File: src/rtl/mips_ctrl_pkg.sv
// Shared encodings for the multicycle MIPS control unit: states, opcodes,
// mux/ALU-class codes and the packed control vector.
package mips_ctrl_pkg;

    localparam int unsigned STATE_W = 4;
    localparam int unsigned OP_W    = 6;

    typedef enum logic [STATE_W-1:0] {
        S_FETCH     = 4'd0,
        S_DECODE    = 4'd1,
        S_MEM_ADDR  = 4'd2,
        S_MEM_READ  = 4'd3,
        S_MEM_WB    = 4'd4,
        S_MEM_WRITE = 4'd5,
        S_R_EXEC    = 4'd6,
        S_R_WB      = 4'd7,
        S_BRANCH    = 4'd8,
        S_JUMP      = 4'd9,
        S_ADDI_EXEC = 4'd10,
        S_ADDI_WB   = 4'd11,
        S_TRAP      = 4'd12
    } state_t;

    localparam logic [OP_W-1:0] OP_R    = 6'b000000;
    localparam logic [OP_W-1:0] OP_LW   = 6'b100011;
    localparam logic [OP_W-1:0] OP_SW   = 6'b101011;
    localparam logic [OP_W-1:0] OP_BEQ  = 6'b000100;
    localparam logic [OP_W-1:0] OP_J    = 6'b000010;
    localparam logic [OP_W-1:0] OP_ADDI = 6'b001000;

    localparam logic [1:0] ALUOP_ADD   = 2'b00;
    localparam logic [1:0] ALUOP_SUB   = 2'b01;
    localparam logic [1:0] ALUOP_FUNCT = 2'b10;

    localparam logic [1:0] PCSRC_ALU    = 2'b00;
    localparam logic [1:0] PCSRC_ALUOUT = 2'b01;
    localparam logic [1:0] PCSRC_JUMP   = 2'b10;

    localparam logic [1:0] SRCB_REG    = 2'b00;
    localparam logic [1:0] SRCB_FOUR   = 2'b01;
    localparam logic [1:0] SRCB_IMM    = 2'b10;
    localparam logic [1:0] SRCB_IMM_SH = 2'b11;

    typedef struct packed {
        logic       pc_write;
        logic       pc_write_cond;
        logic       i_or_d;
        logic       mem_read;
        logic       mem_write;
        logic       ir_write;
        logic       mem_to_reg;
        logic       reg_write;
        logic       reg_dst;
        logic       alu_src_a;
        logic [1:0] pc_source;
        logic [1:0] alu_src_b;
        logic [1:0] alu_op;
    } ctrl_t;

endpackage

File: src/rtl/multicycle_ctrl_decode.sv
// Moore output decode: control vector from the current state, with the
// memory handshake qualifying the PC/IR write during fetch.
module multicycle_ctrl_decode
    import mips_ctrl_pkg::*;
(
    input  state_t state,
    input  logic   mem_ready,
    output ctrl_t  ctrl
);

    always_comb begin
        ctrl = '0;
        case (state)
            S_FETCH: begin
                ctrl.mem_read  = 1'b1;
                ctrl.alu_src_b = SRCB_FOUR;
                ctrl.alu_op    = ALUOP_ADD;
                ctrl.pc_source = PCSRC_ALU;
                ctrl.ir_write  = mem_ready;
                ctrl.pc_write  = mem_ready;
            end
            S_DECODE: begin
                ctrl.alu_src_b = SRCB_IMM_SH;
                ctrl.alu_op    = ALUOP_ADD;
            end
            S_MEM_ADDR, S_ADDI_EXEC: begin
                ctrl.alu_src_a = 1'b1;
                ctrl.alu_src_b = SRCB_IMM;
                ctrl.alu_op    = ALUOP_ADD;
            end
            S_MEM_READ: begin
                ctrl.mem_read = 1'b1;
                ctrl.i_or_d   = 1'b1;
            end
            S_MEM_WRITE: begin
                ctrl.mem_write = 1'b1;
                ctrl.i_or_d    = 1'b1;
            end
            S_MEM_WB: begin
                ctrl.reg_write  = 1'b1;
                ctrl.mem_to_reg = 1'b1;
            end
            S_R_EXEC: begin
                ctrl.alu_src_a = 1'b1;
                ctrl.alu_src_b = SRCB_REG;
                ctrl.alu_op    = ALUOP_FUNCT;
            end
            S_R_WB: begin
                ctrl.reg_write = 1'b1;
                ctrl.reg_dst   = 1'b1;
            end
            S_ADDI_WB: begin
                ctrl.reg_write = 1'b1;
            end
            S_BRANCH: begin
                ctrl.alu_src_a     = 1'b1;
                ctrl.alu_src_b     = SRCB_REG;
                ctrl.alu_op        = ALUOP_SUB;
                ctrl.pc_write_cond = 1'b1;
                ctrl.pc_source     = PCSRC_ALUOUT;
            end
            S_JUMP: begin
                ctrl.pc_write  = 1'b1;
                ctrl.pc_source = PCSRC_JUMP;
            end
            default: ctrl = '0;
        endcase
    end

endmodule

File: src/rtl/multicycle_control.sv
// Multicycle MIPS control FSM: state register, next-state logic and the
// retired-instruction counter; outputs decode directly from the state.
module multicycle_control
    import mips_ctrl_pkg::*;
#(
    parameter int unsigned CNT_W = 32
) (
    input  logic             clk,
    input  logic             rst,
    input  logic [5:0]       opcode,
    input  logic             mem_ready,
    output logic             PCWrite,
    output logic             PCWriteCond,
    output logic             IorD,
    output logic             MemRead,
    output logic             MemWrite,
    output logic             IRWrite,
    output logic             MemtoReg,
    output logic             RegWrite,
    output logic             RegDst,
    output logic             ALUSrcA,
    output logic [1:0]       PCSource,
    output logic [1:0]       ALUSrcB,
    output logic [1:0]       ALUOp,
    output logic [3:0]       state,
    output logic             illegal,
    output logic [CNT_W-1:0] retired
);

    state_t           state_q;
    state_t           state_n;
    logic [CNT_W-1:0] retired_q;
    logic             retire_c;
    ctrl_t            ctrl_d;
    ctrl_t            ctrl_g;

    always_ff @(posedge clk) begin
        if (rst) begin
            state_q   <= S_FETCH;
            retired_q <= '0;
        end else begin
            state_q <= state_n;
            if (retire_c) retired_q <= retired_q + CNT_W'(1);
        end
    end

    always_comb begin
        state_n = state_q;
        case (state_q)
            S_FETCH:     if (mem_ready) state_n = S_DECODE;
            S_DECODE: begin
                case (opcode)
                    OP_R:         state_n = S_R_EXEC;
                    OP_LW, OP_SW: state_n = S_MEM_ADDR;
                    OP_BEQ:       state_n = S_BRANCH;
                    OP_J:         state_n = S_JUMP;
                    OP_ADDI:      state_n = S_ADDI_EXEC;
                    default:      state_n = S_TRAP;
                endcase
            end
            // Opcode is held in the IR, so only lw/sw can reach here.
            S_MEM_ADDR:  state_n = (opcode == OP_LW) ? S_MEM_READ :
                                   (opcode == OP_SW) ? S_MEM_WRITE : S_TRAP;
            S_MEM_READ:  if (mem_ready) state_n = S_MEM_WB;
            S_MEM_WRITE: if (mem_ready) state_n = S_FETCH;
            S_R_EXEC:    state_n = S_R_WB;
            S_ADDI_EXEC: state_n = S_ADDI_WB;
            S_MEM_WB, S_R_WB, S_BRANCH, S_JUMP, S_ADDI_WB: state_n = S_FETCH;
            S_TRAP:      state_n = S_TRAP;
            default:     state_n = S_TRAP;
        endcase
    end

    always_comb begin
        retire_c = 1'b0;
        case (state_q)
            S_MEM_WB, S_R_WB, S_BRANCH, S_JUMP, S_ADDI_WB: retire_c = 1'b1;
            S_MEM_WRITE: retire_c = mem_ready;
            default:     retire_c = 1'b0;
        endcase
    end

    multicycle_ctrl_decode u_decode (
        .state     (state_q),
        .mem_ready (mem_ready),
        .ctrl      (ctrl_d)
    );

    // Reset blanks every enable so nothing is written during the reset cycle.
    assign ctrl_g = rst ? '0 : ctrl_d;

    assign PCWrite     = ctrl_g.pc_write;
    assign PCWriteCond = ctrl_g.pc_write_cond;
    assign IorD        = ctrl_g.i_or_d;
    assign MemRead     = ctrl_g.mem_read;
    assign MemWrite    = ctrl_g.mem_write;
    assign IRWrite     = ctrl_g.ir_write;
    assign MemtoReg    = ctrl_g.mem_to_reg;
    assign RegWrite    = ctrl_g.reg_write;
    assign RegDst      = ctrl_g.reg_dst;
    assign ALUSrcA     = ctrl_g.alu_src_a;
    assign PCSource    = ctrl_g.pc_source;
    assign ALUSrcB     = ctrl_g.alu_src_b;
    assign ALUOp       = ctrl_g.alu_op;
    assign state       = state_q;
    assign illegal     = !rst && (state_q == S_TRAP);
    assign retired     = retired_q;

endmodule

File: config.mk
export PLATFORM = sky130hd
export DESIGN_NAME = multicycle_control
export DESIGN_NICKNAME = d
export VERILOG_FILES = /design/src/rtl/mips_ctrl_pkg.sv /design/src/rtl/multicycle_ctrl_decode.sv /design/src/rtl/multicycle_control.sv
export SDC_FILE = /design/constraint.sdc
export NUM_CORES = 1
export LEC_CHECK = 0
export ABC_AREA = 1
export CORE_MARGIN = 2
export CORE_UTILIZATION = 30
export CTS_BUF_LIST = sky130_fd_sc_hd__clkbuf_16
export CTS_CLUSTER_DIAMETER = 40
export DETAILED_ROUTE_END_ITERATION = 6
export GPL_ROUTABILITY_DRIVEN = 0
export MAX_ROUTING_LAYER = met4
export PLACE_DENSITY = 0.59
export SLEW_MARGIN = 20
export SYNTH_ARGS = -nofsm -noshare
export SYNTH_HDL_FRONTEND = slang
export SYNTH_HIERARCHICAL = 1
export SYNTH_SLANG_ARGS = --single-unit
File: constraint.sdc
create_clock -name clk -period 1.72 [get_ports clk]
set_input_delay 0.258 -clock clk [delete_from_list [all_inputs] [get_ports clk]]
set_output_delay 0.258 -clock clk [all_outputs]
set_load 0.01 [all_outputs]
== Word level (Yosys, flattened, before mapping) ==
Cells that the tools add are included.
Cells by class
  add/sub/neg operators: 1
  equal/unequal tests: 20
  multiplexer cells: 21
  reduce and logical (&&, ||, !) cells: 12
Operators with widths (number)
  case mux 4 bit (5 select lines): 2
  adder 32 x 1 -> 32 bit (second input constant): 1
  case mux 4 bit (8 select lines): 1
  == test 4 bit (second input constant): 5
  2-to-1 mux 4 bit: 5
  == test 4 x 3 -> 1 bit (second input constant): 4
  2-to-1 mux 16 bit: 1
  == test 6 bit (second input constant): 2
  2-to-1 mux 1 bit: 9
  == test 4 x 2 -> 1 bit (second input constant): 2
  OR reduction 2 bit: 4
  == test 6 x 2 -> 1 bit (second input constant): 1
  == test 6 x 3 -> 1 bit (second input constant): 1
  == test 6 x 4 -> 1 bit (second input constant): 1
  zero test 6 bit: 1
  inequality test 2 bit (second input constant): 3
  OR reduction 5 bit: 1
  == test 4 x 1 -> 1 bit (second input constant): 1
  zero test 4 bit: 1
  case mux 1 bit (2 select lines): 2
  case mux 2 bit (2 select lines): 1
  OR reduction 4 bit: 1
  AND reduction 3 bit: 1
  OR reduction 3 bit: 1
  other kinds (2): 2
Storage, ports and cells
  bits in registers: 36
  bits of input ports: 9
  word-level logic and storage cells: 56

== Logic depth before layout (Yosys ltp) ==
  word-level depth: 4
  mapped depth: 10
  gate-level depth less buffers: 10

== Modules after synthesis ==
Netlist, hierarchy kept.
By module, submodules not included
  multicycle_control: times used 1, cells each 463, area each 2552.4 um^2, sequential area each 720.7 um^2
  multicycle_ctrl_decode: times used 1, cells each 41, area each 180.2 um^2, sequential area each 0.0 um^2

== Worst setup path after synthesis ==
OpenSTA, ideal clock, no wires.
  kind: reg-to-reg
  from: register retired_q[0], in the netlist retired[0]
  to: register retired_q[18], in the netlist retired[18]
  data arrival time: 1.432 ns
  required time: 1.592 ns
  setup slack: 0.161 ns
  stages on the path, launching flop included: 9
  buffers on the path: 0
  path through: dfxtp_1 > ha_1 > inv_1 > nor2_2 > nand2_1 > nor3_1 > nand4_1 > nand2_1 > nor2_1
On the way
  longest elaborated chain between the ends: 1
Ends and longest elaborated chain
  start, declared: RTL line multicycle_control.sv:32  | logic [CNT_W-1:0] retired_q;
  start signal, assigned: RTL line multicycle_control.sv:43  | if (retire_c) retired_q <= retired_q + CNT_W'(1);
  adder 32 x 1 -> 32 bit: RTL line multicycle_control.sv:43
Every way passes these cells.
A chain may end at the register's enable or synchronous reset.

== Worst setup path after layout ==
  from: register state_q[3], in the netlist state[3]
  to: output port state[3]
RTL lines
  start, declared: RTL line multicycle_control.sv:30  | state_t state_q;
  start signal, assigned: RTL line multicycle_control.sv:42  | state_q <= state_n;
  end, declared: RTL line multicycle_control.sv:25  | output logic [3:0] state,
No word-level cell between the ends.

==> metrics.yaml <==
first_global_vias: 2991
wl_per_cell_um: 11.2
tightest_slew_ns: 0.322
r2r_slack_ns: 0.14
max_slew_margin_pct: 78.5
final_common_cell: "nand2_1"
post_synth.cell_area_avg_um2: 5.42
yosysUniqueCellTypes: 23
post-route-min-period_ns: 1.63
power_mw: 3.58
path_clk_slew_ns: 0.05
netlist_area_um2: 2730
post-place-ws_ns: -0.135
final_cell_mix: "nand2_1 (179), nor2_1 (87), inv_1 (63), clkdlybuf4s50_1 (44), a21oi_1 (34)"
synth_fp_nets: 514
setup_viol: 0
wirelength_um: 7650
start_kind: "flop"
grt_max_degree: 27
grt_use_met1_pct: 20.5
via_per_inst: 4.67
clkLatencyLatePin_ns: 0.28
die_h_um: 99.4
h-tree-depth: 2
fin_ws_ns: 0.0881
cts_tree: "built"
outcome: "finished clean"
rows: 34
use_met3_pct: 2.74
routed-via-count: 3175
worstSetupEndpointType: "primary output"
cts-buffers-inserted: 5
multi_input_area_um2: 1730
power.density_nw_per_um2: 971
dr.pass1.iters: 6
leakage_nw: 1.46
grt-ovfl-total: 0
ir_worst_vdd_mv: 0.635
drt_iter0_markers: 131
busiest_layer: "met2"
ys_seq_area_share_pct: 26.4
ys_ff_latch: 36
fin_crit_sh_pct: 94.9
cts_root_buffer: "clkbuf_16"
drv_slew: 0
grt_pass1_wl_um: 13500
r2r-end: "retired[3]"
setup_tns_ns: 0
clock_skew_ns: 0.00491
clock_sinks: 36
seqCellArea_um2: 737
antenna_found_initial: 0
critical_path_class: "flop to primary output"
min_to: "retired[31]"
dieWidth_um: 99.4
hold_ws_ns: 0.501
r2r-start: "state[2]"
synth_cells: 504
drcViolationCount: 0
synth_area_leaders: "dfxtp_1 (26%), nand2_1 (25%), nor2_1 (12%)"
nets: 582
antenna_cells: 0
yosys.area.top_type: "dfxtp_1"
critPathArrivalTime_ns: 1.37
max_cap_viol_count: 0
met2_usage_pct: 29.1
cts_max_path_buffers: 2
hpwl_um: 5980
yosysTopAreaCellShare_pct: 26.4
start_util_pct: 31.2
die_area_um2: 9890
worstHoldPathCells: 2
area_delta_synth_final_pct: 35.1
pin_count: 62
yosysWarnings: 6
grt_util_all_layers_pct: 16.8
io_buffers: 61
crit_fanout: 8
fillers: 976
crit_required_ns: 1.46
hold_viol: 0
hp-start: "retired[31]"
rsz0062_at_grt: "false"
fp.coreArea_um2: 8760
hold_path_class: "flop to flop"
drive_above_1_share_pct: 10.1
reg2regPathDepth: 10
final_antenna_net_count: 0
fmaxAchievable_ghz: 0.613
[sequential cells by signal, indices dropped and copies added, names as in the netlist]
| name | cells |
|---|---|
| state | 4 |
| retired | 32 |
[power by group]
| part | internal [mW] | leakage [nW] | switching, mW |
|---|---|---|---|
| registers | 0.903 | 0.294 | 0.0802 |
| logic | 0.660 | 1.09 | 1.10 |
| clock network | 0.520 | 0.0709 | 0.322 |
[area by class of cell]
type / instances / area share (%)
Multi-Input combinational cell: 386 / 46.9
Timing Repair Buffer: 74 / 18.7
Clock buffer: 5 / 3.39
Sequential cell: 36 / 20.0
Clock inverter: 2 / 0.237
Tap cell: 108 / 3.66
Inverter: 69 / 7.15
[logic make-up (layout without fill, tap and decap cells)]
kind of cell | after synthesis | after routing | synth area share [%]
flip-flops | 36 | 36 | 26.4
AND/OR/NAND/NOR | 328 | 328 | 49.3
AO/OA/AOI/OAI | 48 | 48 | 9.02
buffers and inverters | 82 | 150 | 12.0
adder cells (fa/ha/maj) | 1 | 1 | 0.458
XOR/XNOR | 9 | 9 | 2.88
[layer usage]
metal	wire length [um]	up-vias
met5	0	-
met4	55	0
met3	289	4
met2	3720	60
met1	3580	1432
li1	-	1679
[worst max-delay path by stage]
| stage | startpoint | end | slack (ns) | cells after the start |
|---|---|---|---|---|
| 6_report | state[3] | state[3] | 0.09 | 2 |
| 5_1_grt | state[2] | PCWrite | 0.002 | 8 |
| 4_1_cts | state[0] | retired[13] | 0.03 | 9 |
| 3_5_place_dp | rst | ALUSrcA | -0.13 | 4 |
| 3_3_place_gp | mem_ready | PCWrite | -0.11 | 6 |
| 2_1_floorplan | retired[0] | retired[18] | 0.16 | 8 |
[worst max-delay path, cell delays in order (launching register included)]
cell and delay (ns):
dfxtp_4 0.38, buf_4 0.17, clkdlybuf4s50_1 0.54
[stage by stage]
step | util [%] | cells | cell area, um2
after floorplan | - | 504 | 2730
after global placement | 39.9 | 672 | 3500
after detailed placement | 39.9 | 672 | 3500
after CTS | 41.4 | 679 | 3630
after global routing | 42.1 | 680 | 3690
final | 42.1 | 680 | 3690
[Yosys cell counts]
cell type and number:
a21oi_1 34, buf_2 3, buf_4 4, clkbuf_1 6, dfxtp_1 36, ha_1 1, inv_1 64, inv_2 5
nand2_1 182, nand2_2 3, nand3_1 32, nand3b_1 1, nand4_1 4, nor2_1 90, nor2_2 8, nor2_4 4
nor3_1 4, o21ai_0 11, o21ai_1 1, o21ai_2 1, o21bai_1 1, xnor2_1 2, xor2_1 7
[what timing repair did]
action                                  in CTS  in global routing
hold buffers                                 0                  0
gates cloned                                 0                  0
endpoints found under the setup margin      41                 39
gates resized for setup                     25                 28
setup buffers                                0                  1
pin swaps                                    0                  2
endpoints found under the hold margin        0                  0
No activity file was read; power rests on OpenSTA's default activity.
